--- config.mk ---
export PLATFORM = sky130hd
export DESIGN_NAME = aes_round_ctrl_flat
export DESIGN_NICKNAME = d
export VERILOG_FILES = /design/src/rtl/aes_round_ctrl_if.sv /design/src/rtl/aes_round_ctrl.sv /design/src/flat_wrapper.sv
export SDC_FILE = /design/constraint.sdc
export NUM_CORES = 1
export LEC_CHECK = 0
export CORE_AREA = 2 2 407 409
export CTS_CLUSTER_DIAMETER = 200
export CTS_CLUSTER_SIZE = 14
export DETAILED_ROUTE_END_ITERATION = 8
export DIE_AREA = 0 0 409 411
export PLACE_DENSITY = 0.39
export SYNTH_ARGS = -nofsm -noshare
export SYNTH_HDL_FRONTEND = slang
export SYNTH_SLANG_ARGS = --single-unit
--- constraint.sdc ---
create_clock -name clk -period 2 [get_ports clk]
set_clock_uncertainty 0.05 [all_clocks]
set_input_delay 0.4 -clock clk [delete_from_list [all_inputs] [get_ports clk]]
set_output_delay 0.4 -clock clk [all_outputs]
set_load 0.02 [all_outputs]
--- src/rtl/aes_round_ctrl_if.sv ---
// Block-side and round-logic-side signals of the iterative AES-128 sequencer.
// The slave modport is the sequencer's view; master is the driving environment's view.
interface aes_round_ctrl_if #(
    parameter int STATE_W = 128
);
    logic               in_valid;
    logic               in_ready;
    logic [STATE_W-1:0] in_text;
    logic [STATE_W-1:0] in_key;
    logic               out_valid;
    logic               out_ready;
    logic [STATE_W-1:0] out_text;
    logic               busy;
    logic [STATE_W-1:0] dp_state;
    logic [STATE_W-1:0] dp_rkey;
    logic               dp_final;
    logic [STATE_W-1:0] dp_next;
    logic [STATE_W-1:0] kx_key;
    logic [7:0]         kx_rcon;
    logic [STATE_W-1:0] kx_next_key;

    modport slave (
        input  in_valid, in_text, in_key, out_ready, dp_next, kx_next_key,
        output in_ready, out_valid, out_text, busy, dp_state, dp_rkey, dp_final, kx_key, kx_rcon
    );

    modport master (
        output in_valid, in_text, in_key, out_ready, dp_next, kx_next_key,
        input  in_ready, out_valid, out_text, busy, dp_state, dp_rkey, dp_final, kx_key, kx_rcon
    );
endinterface

--- src/rtl/aes_round_ctrl.sv ---
// Iterative AES-128 encryption sequencer: state/key registers, round counter and Rcon, one round per clock.
// Optional AES_ROUND_CTRL_PERF_EN adds a 32-bit completed-block counter output blk_count.
module aes_round_ctrl #(
    parameter int NR      = 10,
    parameter int STATE_W = 128
) (
    input  logic        clk,
    input  logic        rst_n,
`ifdef AES_ROUND_CTRL_PERF_EN
    output logic [31:0] blk_count,
`endif
    aes_round_ctrl_if.slave bus
);
    typedef enum logic [1:0] {
        S_IDLE  = 2'd0,
        S_ROUND = 2'd1,
        S_FINAL = 2'd2,
        S_DONE  = 2'd3
    } fsm_t;

    localparam logic [3:0] NR_M1 = 4'(NR - 1);

    fsm_t               r_fsm;
    fsm_t               w_fsm_nxt;
    logic [STATE_W-1:0] r_state;
    logic [STATE_W-1:0] r_key;
    logic [3:0]         r_round;
    logic [7:0]         r_rcon;
    logic               w_accept;
    logic               w_out_hs;
    logic               w_in_ready;
    logic               w_out_valid;
    logic               w_busy;
    logic               w_final;

    function automatic logic [7:0] xtime(input logic [7:0] b);
        return {b[6:0], 1'b0} ^ (b[7] ? 8'h1b : 8'h00);
    endfunction

    always_comb begin
        w_fsm_nxt   = r_fsm;
        w_in_ready  = 1'b0;
        w_out_valid = 1'b0;
        w_busy      = 1'b0;
        w_final     = 1'b0;
        w_accept    = 1'b0;
        w_out_hs    = 1'b0;
        case (r_fsm)
            S_IDLE: begin
                w_in_ready = 1'b1;
                w_accept   = bus.in_valid;
                if (bus.in_valid) w_fsm_nxt = S_ROUND;
            end
            S_ROUND: begin
                w_busy = 1'b1;
                if (r_round == NR_M1) w_fsm_nxt = S_FINAL;
            end
            S_FINAL: begin
                w_busy    = 1'b1;
                w_final   = 1'b1;
                w_fsm_nxt = S_DONE;
            end
            S_DONE: begin
                w_out_valid = 1'b1;
                w_out_hs    = bus.out_ready;
                // A new block waits one cycle in IDLE even if in_valid is already high
                if (bus.out_ready) w_fsm_nxt = S_IDLE;
            end
            default: w_fsm_nxt = S_IDLE;
        endcase
    end

    always_ff @(posedge clk or negedge rst_n) begin
        if (!rst_n) r_fsm <= S_IDLE;
        else        r_fsm <= w_fsm_nxt;
    end

    always_ff @(posedge clk or negedge rst_n) begin
        if (!rst_n) begin
            r_state <= '0;
            r_key   <= '0;
            r_round <= 4'd0;
            r_rcon  <= 8'h01;
        end else begin
            case (r_fsm)
                S_IDLE: begin
                    if (w_accept) begin
                        // Initial AddRoundKey is folded into the load
                        r_state <= bus.in_text ^ bus.in_key;
                        r_key   <= bus.in_key;
                        r_round <= 4'd1;
                        r_rcon  <= 8'h01;
                    end
                end
                S_ROUND: begin
                    r_state <= bus.dp_next;
                    r_key   <= bus.kx_next_key;
                    r_rcon  <= xtime(r_rcon);
                    r_round <= r_round + 4'd1;
                end
                S_FINAL: begin
                    r_state <= bus.dp_next;
                    r_key   <= bus.kx_next_key;
                end
                default: ;
            endcase
        end
    end

`ifdef AES_ROUND_CTRL_PERF_EN
    logic [31:0] r_blk_count;

    always_ff @(posedge clk or negedge rst_n) begin
        if (!rst_n)        r_blk_count <= 32'd0;
        else if (w_out_hs) r_blk_count <= r_blk_count + 32'd1;
    end

    assign blk_count = r_blk_count;
`else
    logic w_hs_unused;
    assign w_hs_unused = w_out_hs;
`endif

    assign bus.in_ready  = w_in_ready;
    assign bus.out_valid = w_out_valid;
    assign bus.out_text  = r_state;
    assign bus.busy      = w_busy;
    assign bus.dp_state  = r_state;
    assign bus.dp_rkey   = bus.kx_next_key;
    assign bus.dp_final  = w_final;
    assign bus.kx_key    = r_key;
    assign bus.kx_rcon   = r_rcon;
endmodule
--- src/flat_wrapper.sv ---
// flat-port wrapper written by rule: the top's interface ports become plain ports
module aes_round_ctrl_flat 
#(
    parameter int NR      = 10,
    parameter int STATE_W = 128
)
  (clk, rst_n, bus_in_valid, bus_in_text, bus_in_key, bus_out_ready, bus_dp_next, bus_kx_next_key, bus_in_ready, bus_out_valid, bus_out_text, bus_busy, bus_dp_state, bus_dp_rkey, bus_dp_final, bus_kx_key, bus_kx_rcon);
  aes_round_ctrl_if #(.STATE_W(STATE_W)) bus_i ();
  input  logic clk;
  input  logic rst_n;
  input wire logic [$bits(bus_i.in_valid)-1:0] bus_in_valid;
  input wire logic [$bits(bus_i.in_text)-1:0] bus_in_text;
  input wire logic [$bits(bus_i.in_key)-1:0] bus_in_key;
  input wire logic [$bits(bus_i.out_ready)-1:0] bus_out_ready;
  input wire logic [$bits(bus_i.dp_next)-1:0] bus_dp_next;
  input wire logic [$bits(bus_i.kx_next_key)-1:0] bus_kx_next_key;
  output wire logic [$bits(bus_i.in_ready)-1:0] bus_in_ready;
  output wire logic [$bits(bus_i.out_valid)-1:0] bus_out_valid;
  output wire logic [$bits(bus_i.out_text)-1:0] bus_out_text;
  output wire logic [$bits(bus_i.busy)-1:0] bus_busy;
  output wire logic [$bits(bus_i.dp_state)-1:0] bus_dp_state;
  output wire logic [$bits(bus_i.dp_rkey)-1:0] bus_dp_rkey;
  output wire logic [$bits(bus_i.dp_final)-1:0] bus_dp_final;
  output wire logic [$bits(bus_i.kx_key)-1:0] bus_kx_key;
  output wire logic [$bits(bus_i.kx_rcon)-1:0] bus_kx_rcon;
  assign bus_i.in_valid = bus_in_valid;
  assign bus_i.in_text = bus_in_text;
  assign bus_i.in_key = bus_in_key;
  assign bus_i.out_ready = bus_out_ready;
  assign bus_i.dp_next = bus_dp_next;
  assign bus_i.kx_next_key = bus_kx_next_key;
  assign bus_in_ready = bus_i.in_ready;
  assign bus_out_valid = bus_i.out_valid;
  assign bus_out_text = bus_i.out_text;
  assign bus_busy = bus_i.busy;
  assign bus_dp_state = bus_i.dp_state;
  assign bus_dp_rkey = bus_i.dp_rkey;
  assign bus_dp_final = bus_i.dp_final;
  assign bus_kx_key = bus_i.kx_key;
  assign bus_kx_rcon = bus_i.kx_rcon;
  aes_round_ctrl #(.NR(NR), .STATE_W(STATE_W)) u_core (.clk(clk), .rst_n(rst_n), .bus(bus_i));
endmodule
# ---- Word-level counts from Yosys, hierarchy flattened
# Cells that the tools add are included.
dict set report word_totals {
  register_bits 270
  latch_bits 0
  mem_bits_rw 0
  romBits 0
  input_bits 516
  output_inout_bits 524
  elab_cells 41
  memories 0
}
dict set report op_classes {
  n_addsub 1
  multipliers 0
  n_div 0
  n_lt_le_gt_ge 0
  eq_ne 8
  shift 0
  muxes 18
  bitwise 2
  n_reduce_logical 7
}
# operator n
set op_table {}
lappend op_table {{case mux 128 bit (2 select lines)} 2}
lappend op_table {{two-way mux 128 bit} 2}
lappend op_table {{XOR 128 bit} 1}
lappend op_table {{case mux 8 bit (2 select lines)} 1}
lappend op_table {{two-way mux 8 bit} 1}
lappend op_table {{case mux 2 bit (4 select lines)} 1}
lappend op_table {{case mux 4 bit (2 select lines)} 1}
lappend op_table {{XOR 8 bit} 1}
lappend op_table {{two-way mux 2 bit} 3}
lappend op_table {{two-way mux 1 bit} 5}
lappend op_table {{two-way mux 5 bit} 1}
lappend op_table {{adder 4 x 1 -> 4 bit, second input constant} 1}
lappend op_table {{equality test 2 bit, second input constant} 2}
lappend op_table {{equality test 4 bit, second input constant} 1}
lappend op_table {{two-way mux 4 bit} 1}
lappend op_table {{!= test 2 x 1 -> 1 bit, second input constant} 2}
lappend op_table {{!= test 2 bit, second input constant} 2}
lappend op_table {{AND reduction 2 bit} 2}
lappend op_table {{nonzero test 2 bit} 2}
lappend op_table {{AND reduction 3 bit} 1}
lappend op_table {{equality test 2 x 1 -> 1 bit, second input constant} 1}
lappend op_table {{zero test 2 bit} 1}
lappend op_table {{OR reduction 2 bit} 1}

# ---- Longest topological paths before layout
# Gate-level depths: netlist of the first run.
dict set report depth {
  depth_word 4
  ltp_mapped 10
  depth_no_buf 5
}

# ---- Worst setup path before layout of the first run
# Ideal clock, no wire load.
dict set report synth_path {
  path_type {reg-to-reg}
  startpoint {register u_core.r_fsm[0]}
  endpoint {register u_core.r_state[47], in the netlist u_core.bus.dp_state[47]}
  setup_ns 0.135
  t_arrival_ns 1.924
  required_time_ns 1.815
  setup_slack_ns -0.110
  path_stages_with_launch 7
  n_path_buf 2
  period_less_slack_ns 2.110
  cell_sequence {dfrtp_1 > inv_1 > ha_1 > mux2i_4 > clkbuf_1 > clkbuf_1 > o21ai_0}
}
dict set report synth_between {
  elab_chain_len 4
  word_cells_on_any_way 9
  classes_between {eq/ne (3); mux (2); reduce/logical (4)}
}
# element line
set synth_lines {}
lappend synth_lines {{from (decl)} aes_round_ctrl.sv:23} ;# fsm_t r_fsm;
lappend synth_lines {{from (signal assigned)} aes_round_ctrl.sv:75} ;# else r_fsm <= w_fsm_nxt;
lappend synth_lines {{zero test 2 bit, or another cell as far along} {aes_round_ctrl.sv:48, aes_round_ctrl.sv:85}}
lappend synth_lines {{two-way mux 1 bit or OR reduction 2 bit (tied branches)} n/a}
lappend synth_lines {{!= test 2 x 1 -> 1 bit (no line) or nonzero test 2 bit (tied branches)} n/a}
lappend synth_lines {{AND reduction 2 bit (no line)} n/a}
lappend synth_lines {{to (signal assigned)} aes_round_ctrl.sv:89} ;# r_state <= bus.in_text ^ bus.in_key;
lappend synth_lines {{to (signal assigned)} aes_round_ctrl.sv:96} ;# r_state <= bus.dp_next;
lappend synth_lines {{to (signal assigned)} aes_round_ctrl.sv:102} ;# r_state <= bus.dp_next;
lappend synth_lines {{to (decl)} aes_round_ctrl.sv:25} ;# logic [STATE_W-1:0] r_state;
# Parallel ways exist; a longest one is shown, timed or not.
# A chain may end at the register's enable or synchronous reset.

# ---- Worst setup path after layout of the first run
dict set report layout_path {
  startpoint {register u_core.r_fsm[0]}
  endpoint {output bus_busy}
}
dict set report layout_between {
  elab_chain_len 3
  word_cells_on_any_way 4
  classes_between {eq/ne (2); mux (1); reduce/logical (1)}
}
# element line
set layout_lines {}
lappend layout_lines {{equality test 2 bit or equality test 2 x 1 -> 1 bit (tied branches)} aes_round_ctrl.sv:48} ;# case (r_fsm)
lappend layout_lines {{OR reduction 2 bit (no line) *} n/a}
lappend layout_lines {{two-way mux 1 bit *} aes_round_ctrl.sv:48}
lappend layout_lines {{to (decl)} flat_wrapper.sv:20} ;# output wire logic [$bits(bus_i.busy)-1:0] bus_busy;
# Mark *: on every way between the ends. The rest lies on a longest branch, timed or not.

==> results of run 1 <==
[worst max-delay path: cells and delay by family (launching register included)]
family,cells,cell delay [ns]
buffers and inverters,4,0.44
adders and majority gates,1,0.21
DFF,1,0.40
[kinds of logic after synthesis]
logic type | count (synthesis)
DFF | 270
xor gates and xnor gates | 131
adders and majority gates | 6
buffers and inverters | 349
AOI/OAI and AO/OA | 272
and+or+nand+nor | 269
muxes | 260
[flip-flops by register name, summed over array words and instances, names as in the netlist]
name	flops
u_core.bus.dp_state	128
u_core.r_round	4
u_core.bus.kx_rcon	8
u_core.r_fsm	2
u_core.bus.kx_key	128
[per-layer routing]
metal / up-vias / routed length (um) / part of all wire (%) / GRT usage, %
met5: - / 53 / 0.047 / 0
met4: 8 / 1870 / 1.6 / 2.12
met3: 98 / 6880 / 6.0 / 2.83
li1: 6870 / - / - / -
met2: 592 / 55200 / 48 / 21.1
met1: 7041 / 49900 / 44 / 15.8
[timing repair]
item,CTS,global route
pin swaps,1,1
endpoints found under the hold margin,95,0
setup buffers,11,14
hold buffers,1,0
resized for setup,498,130
setup endpoints to repair,420,160
cloned,2,27
[report_power, final]
part | switching (mW) | internal, mW | total [mW]
registers | 2.57 | 8.53 | 11.1
clock network | 2.41 | 2.10 | 4.51
logic | 22.9 | 18.7 | 41.6
total | 27.9 | 29.3 | 57.2
[metrics by stage]
step	utilization, %	TNS (ns)
2_1_floorplan	-	-3.43
3_3_place_gp	16.9	-4.83
3_5_place_dp	16.9	-5.31
4_1_cts	17.2	-0.879
5_1_grt	18.0	-17.99
6_report	18.0	-5.53
[placed cells by master (no fill, tap or decap), drive strengths merged, types with 2 or more instances in the layout]
master and count:
clkdlybuf4s50 554, xor2 131, mux2i 259, dlymetal6s2s 12, dlygate4sd2 379, nor2 2
ha 6, diode 4, o21ai 258, nand3b 2, a22o 8, clkbuf 50
dfrtp 269, clkdlybuf4s15 26, inv 6, nand2 258, nand2b 4, buf 277
[final cells by class]
cell class	count	area (um^2)
Sequential cell	270	6770
Fill cell	18400	134000
Inverter	5	18.8
Timing Repair Buffer	1268	12800
Antenna cell	4	10.0
Clock buffer	31	606
Clock inverter	1	11.3
Multi-Input combinational cell	938	6620
Tap cell	2189	2740
[worst min-delay path by stage]
stage | startpoint | end | cells after the start
2_1_floorplan | rst_n | u_core.bus.dp_state[0] | 0
3_3_place_gp | rst_n | u_core.bus.kx_key[114] | 1
3_5_place_dp | rst_n | u_core.bus.kx_key[114] | 1
4_1_cts | rst_n | u_core.bus.kx_key[114] | 2
5_1_grt | rst_n | u_core.bus.kx_key[114] | 2
6_report | rst_n | u_core.bus.kx_key[114] | 2
==> metrics.sh, run 1 <==
RUN_STATUS='finished with violations'
VIOLATIONS='setup timing'
HP-CLASS='in -> async'
FMAXACHIEVABLE_MHz=472
R2R_SLACK_NS=-0.12
ENDPOINT_OF_THE_WORST_SLACK_REG_TO_REG_TIMING_PATH='u_core.bus.kx_key[41]'
CAP_VIOLATIONS=0
GRT-OVFL-TOTAL=0
WORST_SKEW_PAIR.LATE_LATENCY_NS=0.60
SYNTH.NET_COUNT=2079
WORST_SLEW_PIN_SLEW_NS=0.483
SYNTH-COMPOUND-AREA-SHARE_PCT=9.10
SYNTH_TOP_FAMILY_BY_AREA='multiplexers'
TIMING.FINAL.CRIT_PERIOD_NS=2.12
SYNTHMOSTINSTANTIATEDCELL='dfrtp_1'
TIMING.HOLD.WS_NS=0.215
POST-PLACE-WS_NS=-0.333
SYNTH_CELL_TYPES=29
GRTUSAGETOTAL_PCT=12.3
CP-STARTPOINT='u_core.r_fsm[0]'
SYNTH_MUX_AREA_SHARE_PCT=16.9
DEPTH_OF_THE_CTS_H_TREE=1
PLACED_CELL_AREA_MM2=0.0277
CRIT_REQUIRED_NS=1.55
SETUP_WS_NS=-0.119
CRITICAL_PATH.MAX_STAGE_DELAY_NS=0.40
DRC_ERRORS=0
FINALWIRELENGTH_UM=114000
TRITONCTS.NUM_BUFFERS=23
FIRST_ITER_VIOLATIONS=712
TRITONCTS_CLOCK_TREE='built'
CRITICAL_PATH.MAX_FANOUT=2
SYNTH-ASYNC-RESET-RATIO_PCT=100
DIE_OUTLINE_AREA_MM2=0.168
LAYOUT_WORST_PATH_CYCLE_SHARE_PCT=106
CLOCKROOTBUFFER='clkbuf_16'
VIAS=14600
POWERDENSITY_mW_PER_MM2=1940
CLOCK_TREE.BUFFER_DEPTH=3
WORST_IR_DROP_VDD_V=0.000996
SYNTH.YOSYS.SEQ_AREA_SHARE_PCT=43.5
MOST_FREQUENT_CELLS_AFTER_SYNTHESIS='dfrtp_1, buf_4, mux2i_1, nand2_1, o21ai_1'
WIRE_PER_INST_UM=24.2
YS_FF_LATCH=270
FINISH.NET_COUNT=3028
SYNTHESIS.AREA_PER_INSTANCE_UM2=9.97
TOTAL_CLOCK_SINKS=270
SYNTH_AREA_LEADER_CELL='dfrtp_1'
SYNTH.YOSYS.WARNINGS=0
SYNTH_XOR_XNOR_AREA_SHARE_PCT=7.39
ENDPOINT_OF_THE_MOST_CRITICAL_SETUP_PATH='bus_busy'
FINALSETUPVIOLATIONS=115
SYNTH-EDFF-COUNT=0
NUMBER_OF_ANTENNA_VIOLATIONS_AT_THE_FIRST_CHECK_IN_GLOBAL_ROUTING=45
INITIAL_UTILIZATION_PCT=9.47
CRITICAL_PATH.CELL_CHAIN='inv_2, ha_4, buf_12, buf_12, buf_12'
POST_ROUTE_CELLS_DRIVE_ABOVE_1_SHARE_PCT=15.6
CRIT_PATH_TOP_DELAY_CELL='dfrtp_1'
DIE_WIDTH_UM=409
SYNTHDOMINANTCELLAREASHARE_PCT=43.4
PIN_COUNT_OF_THE_BIGGEST_NET_ENTERING_GLOBAL_ROUTING=58
FINAL_INSTANCE_COUNT_WITHOUT_FILLER_CELLS=4706
TIMING.SLEW.HEADROOM_PCT=67.9
SYNTHSIMPLEGATEAREAFRAC_PCT=6.66
FLOW.AREA_GROWTH_FROM_SYNTHESIS_PCT=90.3
SYN-CELL-AREA_MM2=0.0155
CRITPATHKIND='reg -> out'
GRT_FIRST_PASS_WIRELENGTH_UM=141000
WORSTSETUPENDPOINTTYPE='primary output'
DIE_HEIGHT_UM=411
FIRST_PASS_ITERATION_COUNT_OF_THE_DETAILED_ROUTER=5
STD_CELL_ROWS=149
CORE_AREA_MM2=0.164
CLK_TRANSITION_REPORTED_PATHS_NS=0.09
PLACEMENT.IO_BUFFERS=1039
CP-START-KIND='register'
VIAS_PER_CELL=3.10
SYNTHCELLS=1557
SYNTH_AREA_LEADERS='dfrtp_1, mux2i_1, buf_4, xor2_1, nand2_1'
SYNTH_TOP_FLOP_CELL='dfrtp_1'
R2R.WORST_PATH.CELLS=10
PLACEDCELLCOUNT=4615
DETAIL-ROUTE-ANTENNA-NETS=0
IOPINCOUNT=1040
RSZ0062_AT_GRT='yes'
SYNTHADDERAREAFRAC_PCT=0.484
CRIT-REG2REG-LAUNCH='u_core.r_fsm[0]'
CP_COMMON_CELL='buf_12'
TIMING_MAX_TRANSITION_VIOLATIONS_FINAL=0
TOTAL_LEAKAGE_POWER_nW=13.1
GP_ROUTABILITY_CONGESTION=0.854
FIRST_GLOBAL_VIAS=14900
FINALPOWER_mW=57.2
CRIT_ARRIVAL_NS=1.67
FINAL_DESIGN_AREA_NO_FILL_MM2=0.0295
FINALHOLDVIOLCOUNT=0
DP_HPWL_UM=94600
Power figures use the tool's default switching activity.
==> run 2, diff against run 1 <==
Settings changed: CORE_AREA 2 2 407 409 to 2 2 408 410, DIE_AREA 0 0 409 411 to 0 0 410 412, PLACE_DENSITY 0.39 to 0.38.
Clock period 2 ns to 2.1 ns, I/O delays scaled along.
==> run 2 against run 1 <==
Against the previous run:
- the flow still finishes with violations (setup timing)
- first-iteration DRC count is 24% lower
- hold slack better by 0.081 ns
- combinational power down 24%
- critical path depth decreased by 3
- flip-flop and latch count unchanged
- die area up 0.49%
- sequential power fell by 5%
- cell count shrank 1.8%
- sequential share of layout area rose by 1.6 points
- highest routed layer is now met4
==> metrics.sh, run 2 (synthesis results as in run 1) <==
DIE_HEIGHT_UM=412
TOTAL_CLOCK_SINKS=270
CRITPATHKIND='in -> out'
CRIT_PATH_TOP_DELAY_CELL='clkdlybuf4s50_1'
PLACEDCELLCOUNT=4580
R2R.WORST_PATH.CELLS=7
WORST_SKEW_PAIR.LATE_LATENCY_NS=0.60
CLK_TRANSITION_REPORTED_PATHS_NS=0.09
FMAXACHIEVABLE_MHz=474
TIMING.FINAL.CRIT_PERIOD_NS=2.11
PIN_COUNT_OF_THE_BIGGEST_NET_ENTERING_GLOBAL_ROUTING=54
VIAS_PER_CELL=3.00
DETAIL-ROUTE-ANTENNA-NETS=0
TIMING_MAX_TRANSITION_VIOLATIONS_FINAL=0
DIE_WIDTH_UM=410
SEQUENTIAL_CELL_AREA_MM2=0.00677
DRC_ERRORS=0
FIRST_GLOBAL_VIAS=14600
VIOLATIONS='setup timing'
FINALPOWER_mW=46.3
WIRE_PER_INST_UM=21.3
DIE_OUTLINE_AREA_MM2=0.169
POST-PLACE-WS_NS=-0.150
GRTUSAGETOTAL_PCT=11.1
IOPINCOUNT=1040
FINAL_INSTANCE_COUNT_WITHOUT_FILLER_CELLS=4619
TIMING.SLEW.HEADROOM_PCT=62.9
TRITONCTS_CLOCK_TREE='built'
FILL_CELLS=18500
CRITICAL_PATH.CELL_CHAIN='clkdlybuf4s50_1, clkdlybuf4s50_1'
CLOCKROOTBUFFER='clkbuf_16'
WORSTSETUPENDPOINTTYPE='primary output'
FINAL_DESIGN_AREA_NO_FILL_MM2=0.0277
GRT_FIRST_PASS_WIRELENGTH_UM=130000
CRIT-REG2REG-LAUNCH='u_core.r_fsm[0]'
LAYOUT_WORST_PATH_CYCLE_SHARE_PCT=100
GP_ROUTABILITY_CONGESTION=0.873
CRITICAL_PATH.MAX_FANOUT=2
DP_HPWL_UM=85300
PLACED_CELL_AREA_MM2=0.0274
CORE_AREA_MM2=0.164
NUMBER_OF_ANTENNA_VIOLATIONS_AT_THE_FIRST_CHECK_IN_GLOBAL_ROUTING=16
TOTAL_LEAKAGE_POWER_nW=12.3
PLACEMENT.IO_BUFFERS=1039
CRIT_REQUIRED_NS=1.63
CRITICAL-PATH-TOP-DELAY-FAMILY='buffers and inverters'
FLOW.AREA_GROWTH_FROM_SYNTHESIS_PCT=78.2
PATH_BUF_INV=2
LAYOUT.CELLS.MOST_COMMON='clkdlybuf4s50_1'
FIRST_PASS_ITERATION_COUNT_OF_THE_DETAILED_ROUTER=4
POST_ROUTE_CELLS_DRIVE_ABOVE_1_SHARE_PCT=9.48
FIRST_ITER_VIOLATIONS=540
FINALHOLDVIOLCOUNT=0
MULTIINPUTGATEAREA_MM2=0.00631
TRITONCTS.NUM_BUFFERS=23
WORST_IR_DROP_VDD_V=0.000740
FINISH.NET_COUNT=2940
ENDPOINT_OF_THE_WORST_SLACK_REG_TO_REG_TIMING_PATH='u_core.bus.dp_state[113]'
TIMING.HOLD.WS_NS=0.296
INITIAL_UTILIZATION_PCT=9.45
WORST_SLEW_PIN_SLEW_NS=0.554
CP-START-KIND='primary input'
DEPTH_OF_THE_CTS_H_TREE=1
POWERDENSITY_mW_PER_MM2=1670
CLOCK_TREE.BUFFER_DEPTH=3
VIAS=13800
SETUP_WS_NS=-0.00826
R2R_SLACK_NS=0.07
CAP_VIOLATIONS=0
CRIT_ARRIVAL_NS=1.64
GRT-OVFL-TOTAL=0
FINALSETUPVIOLATIONS=1
CRITICAL_PATH.MAX_STAGE_DELAY_NS=0.64
CP_COMMON_CELL='clkdlybuf4s50_1'
LAYOUT_COMMON_CELLS='clkdlybuf4s50_1, dlygate4sd2_1, dfrtp_1'
HP-CLASS='in -> async'
FINALWIRELENGTH_UM=98600
STD_CELL_ROWS=149
RUN_STATUS='finished with violations'
run 2: changes by cell type in the layout (fill, tap and decap cells not counted), moves of 16 or more:
cell             previous run  this run
clkdlybuf4s50_1           554       607
clkbuf_16                  42        23
buf_6                      17         0
mux2i_2                    22         0
mux2i_1                   219       257
buf_4                     194       159
mux2i_4                    18         2
buf_12                     47        22
run 2: through the flow:
stage	setup TNS, ns	utilization (%)
2_1_floorplan	0	-
3_3_place_gp	-1.24	16.7
3_5_place_dp	-1.20	16.7
4_1_cts	-0.0300	16.8
5_1_grt	-0.0246	16.8
6_report	-0.00826	16.8
run 2: worst max-delay path by stage:
stage	from	slack [ns]	endpoint	cells past startpoint
3_3_place_gp	bus_kx_next_key[4]	-0.18	bus_dp_rkey[4]	3
4_1_cts	u_core.r_fsm[0]	-0.03	bus_busy	3
6_report	bus_kx_next_key[8]	-0.008	bus_dp_rkey[8]	2
5_1_grt	u_core.r_fsm[0]	-0.01	bus_out_valid	3
3_5_place_dp	bus_kx_next_key[119]	-0.15	bus_dp_rkey[119]	2
2_1_floorplan	u_core.r_fsm[1]	0.06	u_core.bus.kx_key[10]	7
run 2: power by group:
part / switching (mW) / internal (mW) / total [mW]
Combinational: 18.9 / 12.6 / 31.5
Clock: 2.29 / 2.00 / 4.30
Sequential: 2.37 / 8.12 / 10.5
run 2: final cells by class:
cell class              instances  area share (%)
clock inverters                 2          0.0498
flip-flops and latches        270            24.5
multi-input cells             938            22.8
inverters                       5          0.0679
well taps                    2189            9.90
diodes                          4          0.0362
repair buffers               1180            40.5
clock buffers                  31            2.19
run 2: repair_timing:
item	in CTS	in global routing
endpoints found under the setup margin	383	16
pin swaps	1	1
hold buffers	1	0
hold endpoints to repair	17	0
setup buffers	0	1
resized for setup	417	13
run 2: metal layers:
| metal | wire (um) | GRT usage (%) | vias to the layer above |
|---|---|---|---|
| li1 | - | - | 6687 |
| met1 | 41900 | 14.1 | 6585 |
| met2 | 48700 | 19.2 | 521 |
| met3 | 6560 | 2.72 | 53 |
| met4 | 1450 | 1.62 | 0 |
| met5 | 0 | 0 | - |
